===== config.mk =====
export PLATFORM = sky130hd
export DESIGN_NAME = dtag_arb
export DESIGN_NICKNAME = d
export VERILOG_FILES = /design/src/rtl/dtag_arb_pkg.sv /design/src/rtl/dtag_flush_seq.sv /design/src/rtl/dtag_arb.sv
export SDC_FILE = /design/constraint.sdc
export NUM_CORES = 1
export LEC_CHECK = 0
export BUFFER_PORTS_ARGS = -buffer_cell sky130_fd_sc_hd__buf_2
export CORE_MARGIN = 4
export CORE_UTILIZATION = 36
export DETAILED_ROUTE_END_ITERATION = 8
export GPL_ROUTABILITY_DRIVEN = 1
export PLACE_DENSITY = 0.87
export SYNTH_ARGS = -nofsm -noshare
export SYNTH_HDL_FRONTEND = slang
export SYNTH_SLANG_ARGS = --single-unit

===== constraint.sdc =====
create_clock -name clk -period 3.6 [get_ports clk]
set_input_delay 0.36 -clock clk [delete_from_list [all_inputs] [get_ports clk]]
set_output_delay 0.36 -clock clk [all_outputs]
set_load 0.02 [all_outputs]

===== src/rtl/dtag_arb_pkg.sv =====
// Shared D$ tag/status definitions: status bit layout, fill status encodings
// and the invalidate-sweep state type.
package dtag_arb_pkg;

    localparam int unsigned STAT_W   = 5;
    localparam int unsigned STAT_V0  = 0;
    localparam int unsigned STAT_V1  = 1;
    localparam int unsigned STAT_D0  = 2;
    localparam int unsigned STAT_D1  = 3;
    localparam int unsigned STAT_LRU = 4;

    typedef logic [STAT_W-1:0] stat_t;

    typedef enum logic {
        FLS_IDLE,
        FLS_FLUSH
    } fls_state_e;

    // A fill touches only its own way's valid/dirty bits plus the shared LRU bit.
    function automatic stat_t fill_stat_we(input logic way);
        stat_t we;
        we = '0;
        we[STAT_LRU] = 1'b1;
        if (way) begin
            we[STAT_V1] = 1'b1;
            we[STAT_D1] = 1'b1;
        end else begin
            we[STAT_V0] = 1'b1;
            we[STAT_D0] = 1'b1;
        end
        return we;
    endfunction

    // Freshly filled way is valid and clean; LRU points at the other way.
    function automatic stat_t fill_stat_in(input logic way);
        stat_t sd;
        sd = '0;
        sd[STAT_LRU] = ~way;
        if (way) begin
            sd[STAT_V1] = 1'b1;
        end else begin
            sd[STAT_V0] = 1'b1;
        end
        return sd;
    endfunction

endpackage


===== src/rtl/dtag_flush_seq.sv =====
// Invalidate-all sweep sequencer: walks every set index once per start pulse
// and flags completion in the first idle cycle afterwards.
module dtag_flush_seq
    import dtag_arb_pkg::*;
#(
    parameter int unsigned IDX_W = 9
) (
    input  logic             clk,
    input  logic             reset,
    input  logic             i_start,
    output logic             o_busy,
    output logic             o_done,
    output logic [IDX_W-1:0] o_cnt
);

    fls_state_e       r_state;
    fls_state_e       w_state_nxt;
    logic [IDX_W-1:0] r_cnt;
    logic [IDX_W-1:0] w_cnt_nxt;
    logic             r_done;
    logic             w_done_nxt;

    always_ff @(posedge clk) begin
        if (reset) begin
            r_state <= FLS_IDLE;
            r_cnt   <= '0;
            r_done  <= 1'b0;
        end else begin
            r_state <= w_state_nxt;
            r_cnt   <= w_cnt_nxt;
            r_done  <= w_done_nxt;
        end
    end

    always_comb begin
        w_state_nxt = r_state;
        w_cnt_nxt   = r_cnt;
        w_done_nxt  = 1'b0;
        case (r_state)
            FLS_IDLE: begin
                if (i_start) begin
                    w_state_nxt = FLS_FLUSH;
                end
            end
            FLS_FLUSH: begin
                // Counter wraps to 0 on the last index, leaving it ready for the next sweep.
                w_cnt_nxt = r_cnt + IDX_W'(1);
                if (r_cnt == '1) begin
                    w_state_nxt = FLS_IDLE;
                    w_done_nxt  = 1'b1;
                end
            end
            default: begin
                w_state_nxt = FLS_IDLE;
            end
        endcase
    end

    always_comb begin
        o_busy = (r_state == FLS_FLUSH);
        o_done = r_done;
        o_cnt  = r_cnt;
    end

endmodule


===== src/rtl/dtag_arb.sv =====
// D$ tag/status array controller: arbitrates lookups, fills, status updates
// and the invalidate sweep onto the shared tag and status ports.
module dtag_arb
    import dtag_arb_pkg::*;
#(
    parameter int unsigned TAG_W   = 20,
    parameter int unsigned IDX_W   = 9,
    parameter int unsigned AGE_LIM = 3
) (
    input  logic              clk,
    input  logic              reset,
    input  logic              lk_req,
    input  logic [IDX_W-1:0]  lk_idx,
    input  logic [TAG_W-1:0]  lk_tag,
    output logic              lk_gnt,
    output logic              lk_rsp_vld,
    output logic [1:0]        lk_hit,
    input  logic              fl_req,
    input  logic [IDX_W-1:0]  fl_idx,
    input  logic              fl_set,
    input  logic [TAG_W-1:0]  fl_tag,
    output logic              fl_gnt,
    input  logic              st_req,
    input  logic [IDX_W-1:0]  st_idx,
    input  logic [STAT_W-1:0] st_we,
    input  logic [STAT_W-1:0] st_data,
    output logic              st_gnt,
    input  logic              fls_start,
    output logic              fls_busy,
    output logic              fls_done,
    output logic [IDX_W-1:0]  dt_addr,
    output logic [TAG_W-1:0]  dt_cmp_addr,
    output logic [TAG_W-1:0]  dt_tag_in,
    output logic              dt_set_sel,
    output logic              dt_tag_we,
    output logic [IDX_W-1:0]  dt_stat_addr,
    output logic [STAT_W-1:0] dt_stat_in,
    output logic [STAT_W-1:0] dt_stat_we,
    input  logic [1:0]        dt_hit
);

    localparam int unsigned AGE_W = (AGE_LIM < 1) ? 1 : $clog2(AGE_LIM + 1);

    logic [AGE_W-1:0] r_age;
    logic             r_lk_vld;
    logic             w_busy;
    logic [IDX_W-1:0] w_cnt;
    logic             w_age_hit;
    logic             w_fl_gnt;
    logic             w_lk_gnt;
    logic             w_st_gnt;

    dtag_flush_seq #(.IDX_W(IDX_W)) u_flush_seq (
        .clk     (clk),
        .reset   (reset),
        .i_start (fls_start),
        .o_busy  (w_busy),
        .o_done  (fls_done),
        .o_cnt   (w_cnt)
    );

    // A status request starved for AGE_LIM cycles takes the status port from a fill.
    always_comb begin
        w_age_hit = st_req && (r_age == AGE_W'(AGE_LIM));
        w_fl_gnt  = !w_busy && fl_req && !w_age_hit;
        w_lk_gnt  = !w_busy && lk_req && !w_fl_gnt;
        w_st_gnt  = !w_busy && st_req && !w_fl_gnt;
    end

    always_ff @(posedge clk) begin
        if (reset) begin
            r_age    <= '0;
            r_lk_vld <= 1'b0;
        end else begin
            r_lk_vld <= w_lk_gnt;
            if (!st_req || w_st_gnt) begin
                r_age <= '0;
            end else if (!w_busy && (r_age != AGE_W'(AGE_LIM))) begin
                r_age <= r_age + AGE_W'(1);
            end
        end
    end

    always_comb begin
        dt_addr      = '0;
        dt_cmp_addr  = '0;
        dt_tag_in    = '0;
        dt_set_sel   = 1'b0;
        dt_tag_we    = 1'b0;
        dt_stat_addr = '0;
        dt_stat_in   = '0;
        dt_stat_we   = '0;
        if (w_busy) begin
            dt_stat_addr = w_cnt;
            dt_stat_we   = '1;
        end else if (w_fl_gnt) begin
            dt_addr      = fl_idx;
            dt_tag_in    = fl_tag;
            dt_set_sel   = fl_set;
            dt_tag_we    = 1'b1;
            dt_stat_addr = fl_idx;
            dt_stat_we   = fill_stat_we(fl_set);
            dt_stat_in   = fill_stat_in(fl_set);
        end else begin
            if (w_lk_gnt) begin
                dt_addr     = lk_idx;
                dt_cmp_addr = lk_tag;
            end
            if (w_st_gnt) begin
                dt_stat_addr = st_idx;
                dt_stat_we   = st_we;
                dt_stat_in   = st_data;
            end
        end
    end

    always_comb begin
        lk_gnt     = w_lk_gnt;
        fl_gnt     = w_fl_gnt;
        st_gnt     = w_st_gnt;
        fls_busy   = w_busy;
        lk_rsp_vld = r_lk_vld;
        lk_hit     = r_lk_vld ? dt_hit : 2'b00;
    end

endmodule


==> Yosys cells after proc, flatten, opt, wreduce, memory -nomap -nowiden <==
Cells that the tools add are included.
W data, S select, Z words.
{ "op_classes": {"bitwise_logic": 2, "mux": 28, "eq_ne": 3, "addsub": 2, "n_reduce_logical": 15} }
{ "ops": {"columns": ["op", "n"], "rows": [
  ["$mux W20", 5],
  ["$mux W9", 6],
  ["$mux W5", 6],
  ["$add A9 B1 Y9 const B", 1],
  ["$eq A9 B9 Y1 const B", 1],
  ["$mux W1", 9],
  ["$logic_and A1 B1 Y1", 8],
  ["$logic_not A1 Y1", 4],
  ["$reduce_or A2 Y1", 2],
  ["$add A2 B1 Y2 const B", 1],
  ["$eq A2 B2 Y1 const B", 1],
  ["$mux W2", 1],
  ["$ne A2 B2 Y1 const B", 1],
  ["$not A1 Y1", 2],
  ["$pmux W1 S2", 1],
  ["$logic_or A1 B1 Y1", 1]
]} }
{ "totals": {"out_inout_bits": 78, "input_bits": 86, "regBits": 14, "elab_cells": 55} }

==> Longest topological paths before layout <==
Gate-level depths: netlist of the first run.
{ "logic_depth": {"word_depth": 9, "depth_mapped": 7, "depth_no_buf": 7} }

==> Modules after synthesis <==
From an unflattened synthesis of the first run, not the netlist that was laid out.
{ "unflattened": {"cells_unflattened": 159, "area_unflattened_um2": 1308.8} }
{ "by_module_without_submodules": {"columns": ["mod", "n_inst", "seq_area_each_um2", "area_each_um2", "cells_per_inst"], "rows": [
  ["dtag_arb", 1, 60.1, 835.8, 109],
  ["dtag_flush_seq", 1, 220.2, 473.0, 50]
]} }

==> Worst setup path after synthesis of the first run <==
OpenSTA, ideal clock, no wires.
{ "synth_path": {"path_type": "flip-flop to output port", "startpoint": "register u_flush_seq.r_state, in the netlist u_flush_seq.o_busy", "endpoint": "output dt_stat_addr[0]", "stages_incl_launch_ff": 6, "arrival_time_ps": 1405, "path_buffers": 3, "t_required_ps": 3240, "slack_ps": 1835, "path_cell_list": "dfxtp_1 buf_4 buf_2 buf_2 a31oi_1 a21oi_1"} }
{ "synth_via": {"elab_chain_len": 8, "word_cells_on_any_way": 9, "classes_between": "mux (3); reduce/logical (6)"} }
{ "synth_rtl": {"columns": ["element", "line", "text"], "rows": [
  ["start: declaration", "dtag_flush_seq.sv:16", "fls_state_e r_state;"],
  ["start signal: assignment", "dtag_flush_seq.sv:29", "r_state <= w_state_nxt;"],
  ["$logic_not A1 Y1", "dtag_arb.sv:65, dtag_arb.sv:67", null],
  ["$logic_and A1 B1 Y1 (2 in a row)", "dtag_arb.sv:65", "w_fl_gnt = !w_busy && fl_req && !w_age_hit;"],
  ["$logic_not A1 Y1", "dtag_arb.sv:67", "w_st_gnt = !w_busy && st_req && !w_fl_gnt;"],
  ["$logic_and A1 B1 Y1", "dtag_arb.sv:67", null],
  ["$mux W9", "dtag_arb.sv:109", "if (w_st_gnt) begin"],
  ["$mux W9", "dtag_arb.sv:96", "end else if (w_fl_gnt) begin"],
  ["$mux W9 (*)", "dtag_arb.sv:93", "if (w_busy) begin"],
  ["end: declaration", "dtag_arb.sv:36", "output logic [IDX_W-1:0] dt_stat_addr,"]
]} }
Every way passes the cells marked *; elsewhere a longest branch is shown, timed or not.

==> Worst setup path in the final report of the first run <==
{ "layout_path": {"startpoint": "register r_age[1]", "endpoint": "output dt_cmp_addr[15]"} }
{ "layout_via": {"elab_chain_len": 9} }
{ "layout_rtl": {"columns": ["element", "line", "text"], "rows": [
  ["start: declaration", "dtag_arb.sv:44", "logic [AGE_W-1:0] r_age;"],
  ["start signal: assignment", "dtag_arb.sv:79", "r_age <= r_age + AGE_W'(1);"],
  ["$eq A2 B2 Y1 (*)", "dtag_arb.sv:64", "w_age_hit = st_req && (r_age == AGE_W'(AGE_LIM));"],
  ["$logic_and A1 B1 Y1 (*)", "dtag_arb.sv:64", null],
  ["$logic_not A1 Y1 (*)", "dtag_arb.sv:65", null],
  ["$logic_and A1 B1 Y1 (*)", "dtag_arb.sv:65", null],
  ["$logic_not A1 Y1", "dtag_arb.sv:66", "w_lk_gnt = !w_busy && lk_req && !w_fl_gnt;"],
  ["$logic_and A1 B1 Y1", "dtag_arb.sv:66", null],
  ["$mux W20", "dtag_arb.sv:105", "if (w_lk_gnt) begin"],
  ["$mux W20 (*)", "dtag_arb.sv:96", null],
  ["$mux W20 (*)", "dtag_arb.sv:93", null],
  ["end: declaration", "dtag_arb.sv:32", "output logic [TAG_W-1:0] dt_cmp_addr,"]
]} }
Marked as above.

==> results of run 1 <==
registers in the layout, summed over array words and instances, names as in the netlist:
signal	cells
u_flush_seq.o_cnt	9
lk_rsp_vld	1
r_age	2
u_flush_seq.o_done	1
u_flush_seq.o_busy	1
critical path, cell delays in order, from the launching register on:
cell and delay (ps):
dfxtp_1 360, ha_1 310, a21boi_2 140, nor3b_4 850
and2_1 270, buf_2 180
logic make-up after synthesis:
family | Yosys count
DFF | 14
muxes | 3
adders and majority gates | 3
and+or+nand+nor | 89
AOI/OAI and AO/OA | 37
xor gates and xnor gates | 4
buffers and inverters | 15
final cells by class:
| class | count | area share |
|---|---|---|
| Timing Repair Buffer | 164 | 0.378 |
| Tap cell | 46 | 0.0265 |
| Sequential cell | 14 | 0.129 |
| Multi-Input combinational cell | 136 | 0.444 |
| Inverter | 2 | 0.00345 |
| Clock buffer | 3 | 0.0190 |
routing by layer:
| layer | GRT usage | up-vias |
|---|---|---|
| li1 | - | 892 |
| met1 | 0.246 | 774 |
| met2 | 0.387 | 79 |
| met3 | 0.0536 | 8 |
| met4 | 0.0521 | 0 |
| met5 | 0 | - |
Yosys cell counts:
cell type  count  area [µm²]
nand2b_1       1        6.26
inv_1          1        3.75
o21ai_0        3        15.0
nor3b_1        1        7.51
nor3_4         1        16.3
xnor2_1        1        8.76
dfxtp_1       14         280
nor2_1         9        33.8
clkbuf_1       1        3.75
a21boi_2       1        11.3
a21bo_4        1        16.3
and2_1        52         325
nor2_4         1        11.3
mux2i_1        3        30.0
buf_2          6        30.0
nand3_1        3        15.0
buf_6          5        56.3
nor3b_4        1        18.8
nand4_1        4        25.0
a21o_1         2        15.0
a211o_1        3        26.3
nand2_1        5        18.8
ha_1           3        37.5
nor3_1         1        5.00
a221o_1       10         100
a21oi_1        5        25.0
or3_1          4        25.0
nor2b_2        1        8.76
xor2_1         3        26.3
buf_4          1        7.51
nor2b_1        1        6.26
and2b_1        1        7.51
nand3b_1       1        7.51
or2b_1         1        7.51
a22o_1        10        87.6
a31oi_1        2        12.5
nor4b_1        1        8.76
inv_2          1        3.75
stage by stage:
stage	util	setup slack, ps	std cells
after floorplan	-	1830	165
after global placement	0.615	1340	362
after detailed placement	0.615	1180	362
after CTS	0.627	913	365
after global routing	0.627	708	365
final	0.627	905	365
worst paths after layout:
| check | startpoint | to | slack, ps |
|---|---|---|---|
| max | r_age[1] | dt_cmp_addr[15] | 900 |
| min | fls_start | u_flush_seq.o_busy | 360 |
| max reg2reg | u_flush_seq.o_busy | u_flush_seq.o_cnt[5] | 1670 |
| min reg2reg | r_age[0] | r_age[0] | 490 |
report_power, final:
group	internal (mW)	leakage (nW)	switching, mW
sequential	0.159	0.114	0.00804
combinational	0.106	1.12	0.138
clock	0.0739	0.0216	0.0531
total	0.339	1.26	0.199
==> results.cfg, run 1 <==
[flow_run]
drv_cap = 0

[timing]
period_minus_slack_ps = 2700
skew_ps = 6.35
slew_violations = 0
worst_slew_pin_slew_ps = 1030
tns_ps = 0
maxSlewHeadroom = 0.312
hold_ws_ps = 355
setup_viol = 0
finalHoldViolations = 0
post-route-period-util = 0.749
rsz0062_at_grt = no
max_freq_ghz = 0.371

[drt]
routed-wl-met2_mm = 2.84
wl_mm = 5.41
num_vias = 1753
wire_per_inst_um = 14.8
first_iter_violations = 81
wl_met1_mm = 2.11
ant_nets = 0
top_layer = met4
route.met3.wl_um = 383
firstDrtPassIters = 4
routed_via_density = 4.80
drc_errors = 0

[cells_and_area]
regArea_um2 = 280
drive_gt1_frac = 0.545
final_common_cell = buf_2
postLayoutCellArea_um2 = 2180
multi_input_area_um2 = 966
final_nets = 410
fillers = 333
diodes = 0
syn_to_final_growth_pct = 61.0
mostFrequentLayoutCells = buf_2 (163), and2_1 (52), dfxtp_1 (14)

[floorplanning]
core_area_um2 = 3470
dieArea_um2 = 4800
die_h_um = 69.3
initial_core_util = 0.390
die_w_um = 69.3
rows = 21
io_pins = 164

[synthesis]
syn_avg_cell_area_um2 = 8.19
ys_ff_latch = 14
synth_seq_area_share = 0.207
synthCells = 165
yosysWarnings = 0
muxShareOfSynthArea = 0.0222
synth_nets = 254
synth_xor_area_frac = 0.0259
synth_cell_types = 38
synth_compound_area_frac = 0.229
synth_top_family_by_area = simple AND/OR/NAND/NOR gates
syn_area_um2 = 1350
yosys.area_share.simple = 0.410
synth_fa_ha_area_frac = 0.0278

[setup_path]
worst-setup-path-type = reg -> out
end_kind = output port
required_ps = 3240
cp.arrival_ps = 2340
rr_worst_depth = 4
cp_max_fo = 31
startpoint_type = flip-flop

[outcome]
status = completed

[clock_tree]
numCtsBuffers = 3
clock_sinks = 14
postCtsResizedCells = 0
cts-root-buf = clkbuf_8
h-tree-depth = 1
cts_buffer_depth = 2
clkTransAtPathRegs_ps = 50
clock_latency_ps = 250
holdBufCountCts = 0
cts_tree = done
post_cts_buffers = 0

[placed_design]
dp_hpwl_mm = 4.52
place_area_um2 = 2130
globalplace.congestion = 0.901
io_buffer_count = 163

[global_route]
grt.total_usage = 0.213
grt_overflow = 0
grt_max_degree = 43
grt_pass1_wl_mm = 8.47
grt_pass1_vias = 1637
antenna_found_initial = 0

[power_and_ir_drop]
power.density_nw_per_um2 = 247
finalPower_mw = 0.538
ir_drop_v = 0.000237
power_leakage_nw = 1.26

[worst_hold_path]
hold_depth = 3
hp-class = in -> reg
(Power assumes the default switching activity.)
==> run 2, diff against run 1 <==
- CORE_UTILIZATION: 36 -> 30
- PLACE_DENSITY: 0.87 -> 0.78
- clock period: 3.6 -> 2.4 ns (I/O delays scaled with it)
==> run 2 against run 1 <==
Final cell count is 2.5% higher; first-iteration DRC count is 20% lower; critical path depth is 1 higher; setup slack worse by 640 ps; non-clock buffer count is 3 higher; routed wire length is 4.5% lower; critical path type unchanged; largest cell class unchanged.
==> results.cfg, run 2 (synthesized netlist as in run 1, its figures left out) <==
[worst_hold_path]
hold_depth = 3
hp-start = fls_start
hp-class = in -> reg

[clock_tree]
cts-root-buf = clkbuf_8
clock_sinks = 14
h-tree-depth = 1
postCtsResizedCells = 0
cts_tree = done
clkTransAtPathRegs_ps = 50
post_cts_buffers = 0
numCtsBuffers = 3
clock_latency_ps = 250
cts_buffer_depth = 2
holdBufCountCts = 0

[global_route]
grt.total_usage = 0.162
antenna_found_initial = 0
grt_max_degree = 43
grt_pass1_vias = 1538
grt_pass1_wl_mm = 7.16
grt_overflow = 0

[drt]
ant_nets = 0
wire_per_inst_um = 13.8
first_iter_violations = 65
routed_via_density = 4.73
wl_mm = 5.17
drc_errors = 0
firstDrtPassIters = 4
num_vias = 1768

[setup_path]
cp_max_fo = 42
max_stage_delay_ps = 380
regToRegStartpoint = u_flush_seq.o_busy
worstPathCellList = ha_1, a21bo_4, nor2_4, buf_4, a221o_1, buf_2
cp.arrival_ps = 1900
r2r_setup_slack_ps = 850
worst-setup-path-type = reg -> out
cp.depth = 6
crit_family = compound AO/OA/AOI/OAI gates
rr_worst_depth = 4
slowest_stage = a221o_1
required_ps = 2160
end_kind = output port
cp-startpoint = r_age[1]
path_buf_inv = 2
startpoint_type = flip-flop

[timing]
maxSlewHeadroom = 0.582
period_minus_slack_ps = 2140
slew_violations = 0
max_freq_ghz = 0.468
hold_ws_ps = 231
worst_slew_pin_slew_ps = 625
finalHoldViolations = 0
rsz0062_at_grt = no
tns_ps = 0
setup_viol = 0
post-route-period-util = 0.890
skew_ps = 3.95

[power_and_ir_drop]
p_seq_frac = 0.302
power_frac_clock = 0.235
power_leakage_nw = 1.27
p_int_mw = 0.512
comb_power_share = 0.462
ir_drop_v = 0.000226
finalPower_mw = 0.808
power.density_nw_per_um2 = 366
p_switching_mw = 0.296
netSwitchingFraction = 0.367

[cells_and_area]
largest_reg_flops = 9
diodes = 0
syn_to_final_growth_pct = 63.2
final_common_cell = buf_2
drive_gt1_frac = 0.550
mostFrequentLayoutCells = buf_2 (163), and2_1 (52), dfxtp_1 (14)
final_nets = 413

[placed_design]
globalplace.congestion = 0.833
io_buffer_count = 163
dp_hpwl_mm = 4.33

[flow_run]
drv_cap = 0

[floorplanning]
initial_core_util = 0.310
dieArea_um2 = 5640
rows = 24
core_area_um2 = 4350
die_h_um = 75.1
io_pins = 164
die_w_um = 75.1

[outcome]
status = completed
[run 2: cell count changes in the layout (fill, tap and decap cells not counted), sizes merged]
cell | before | now
buf | 164 | 167
[run 2: power by group through the flow]
stage | Clock [mW] | Combinational [mW] | Sequential [mW]
6_report | 0.190 | 0.373 | 0.244
5_1_grt | 0.207 | 0.406 | 0.245
4_1_cts | 0.195 | 0.377 | 0.244
3_5_place_dp | 0 | 0.376 | 0.249
3_3_place_gp | 0 | 0.372 | 0.249
2_1_floorplan | 0 | 0.227 | 0.250
[run 2: worst paths after layout]
kind / end
min: u_flush_seq.o_busy
min reg2reg: r_age[0]
max reg2reg: u_flush_seq.o_cnt[7]
max: dt_stat_addr[3]
[run 2: per-layer routing]
metal,track usage,wire (µm),vias to the layer above
met1,0.188,1890,787
met4,0.0593,117,0
met3,0.0267,468,11
met5,0,0,-
met2,0.297,2690,69
li1,-,-,901
[run 2: final cells by class]
type | count | area (µm²)
well taps | 52 | 65.1
fillers | 448 | 2150
flip-flops and latches | 14 | 280
repair buffers | 167 | 846
multi-input cells | 136 | 966
clock buffers | 3 | 41.3
inverters | 2 | 7.51
[run 2: tightest hold or removal path, cell delays in order]
cell,delay [ps]
buf_2,80
mux2i_1,50
nor2_1,70
[run 2: stage by stage]
stage                     cell area (µm²)  setup WS, ps  instances   util
after CTS                            2210           248        374  0.507
after global placement               2160           562        371  0.497
after detailed placement             2160           529        371  0.497
after floorplan                      1350           755        165      -
after global routing                 2210           125        374  0.507
final                                2210           264        374  0.507
==> run 3, diff against run 2 <==
- PLACE_DENSITY: 0.78 -> not set
- PLACE_DENSITY_LB_ADDON: not set -> 0.15
- SLEW_MARGIN: not set -> 20
==> run 3 against run 2 <==
Global-route usage up 1.4 points; clock skew decreased by 2.3 ps; sequential power rose by 2%; clock-buffer cell count up 1; largest power group unchanged; die area did not move; flip-flop and latch count unchanged; non-clock buffer count increased by 5; final cell count is 1.6% higher; register-to-register slack worse by 250 ps.
==> results.cfg, run 3 (synthesized netlist as in run 1, its figures left out) <==
[drt]
wire_per_inst_um = 14.8
wl_mm = 5.64
drc_errors = 0
num_vias = 1822
first_iter_violations = 49
firstDrtPassIters = 4
routed_via_density = 4.79
ant_nets = 0

[timing]
worst_slew_pin_slew_ps = 617
slew_violations = 0
tns_ps = 0
rsz0062_at_grt = no
setup_viol = 0
hold_ws_ps = 225
max_freq_ghz = 0.456
maxSlewHeadroom = 0.588
skew_ps = 1.69
post-route-period-util = 0.914
period_minus_slack_ps = 2190
finalHoldViolations = 0

[global_route]
grt.total_usage = 0.176
antenna_found_initial = 0
grt_pass1_wl_mm = 7.63
grt_max_degree = 23
grt_overflow = 0
grt_pass1_vias = 1585

[cells_and_area]
final_nets = 418
syn_to_final_growth_pct = 67.0
final_common_cell = buf_2
diodes = 0
regArea_um2 = 280
fillers = 442
fin_util = 0.518
postLayoutCellArea_um2 = 2260
drive_gt1_frac = 0.558
mostFrequentLayoutCells = buf_2 (163), and2_1 (52), dfxtp_1 (14)
largest_reg_flops = 9
multi_input_area_um2 = 966
instances_no_fill = 380

[worst_hold_path]
hp-class = in -> reg
hold_depth = 3

[clock_tree]
clock_sinks = 14
cts_buffer_depth = 2
post_cts_buffers = 0
holdBufCountCts = 0
cts-root-buf = clkbuf_8
clkTransAtPathRegs_ps = 60
h-tree-depth = 1
cts_tree = done
numCtsBuffers = 3
postCtsResizedCells = 0
clock_latency_ps = 240

[setup_path]
required_ps = 2160
worst-setup-path-type = reg -> out
cp_max_fo = 18
rr_worst_depth = 4
cp.arrival_ps = 1950
startpoint_type = flip-flop
end_kind = output port

[placed_design]
place_area_um2 = 2200
dp.cells = 376
io_buffer_count = 163
globalplace.congestion = 0.722
dp_hpwl_mm = 4.83

[outcome]
status = completed

[flow_run]
drv_cap = 0

[floorplanning]
die_h_um = 75.1
die_w_um = 75.1
core_area_um2 = 4350
initial_core_util = 0.310
dieArea_um2 = 5640
io_pins = 164
rows = 24

[power_and_ir_drop]
power.density_nw_per_um2 = 381
ir_drop_v = 0.000328
power_leakage_nw = 1.31
-- run 3: area by class of cell --
type                    instances  share of cell area
clock buffers                   4              0.0244
inverters                       2             0.00333
multi-input cells             136               0.428
flip-flops and latches         14               0.124
well taps                      52              0.0288
repair buffers                172               0.391
-- run 3: worst paths after layout --
kind	start	to	slack, ps
min	fls_start	u_flush_seq.o_busy	220
max reg2reg	u_flush_seq.o_busy	u_flush_seq.o_cnt[7]	600
max	r_age[0]	dt_stat_addr[3]	210
min reg2reg	r_age[0]	r_age[0]	480
-- run 3: routing by layer --
metal / GRT usage / up-vias / wire [µm]
met1: 0.205 / 831 / 2070
met4: 0.0415 / 0 / 46
li1: - / 917 / -
met2: 0.339 / 70 / 3040
met3: 0.0200 / 4 / 477
met5: 0 / - / 0
-- run 3: critical path, cell delays in order, from the launching register on --
cell and delay (ps):
dfxtp_1 320, ha_1 270, a21bo_4 260, nor2_4 270, buf_4 260, a221o_1 160
buf_2 160
-- run 3: through the flow --
step | worst slack [ps] | total power [mW]
2_1_floorplan | 755 | 0.477
3_3_place_gp | 487 | 0.637
3_5_place_dp | 483 | 0.638
4_1_cts | 208 | 0.868
5_1_grt | 81.0 | 0.910
6_report | 207 | 0.860
-- run 3: power by group --
part | total [mW] | leakage [nW] | internal, mW | switching, mW
clock | 0.230 | 0.0288 | 0.145 | 0.0853
combinational | 0.381 | 1.16 | 0.169 | 0.212
sequential | 0.249 | 0.114 | 0.238 | 0.0105
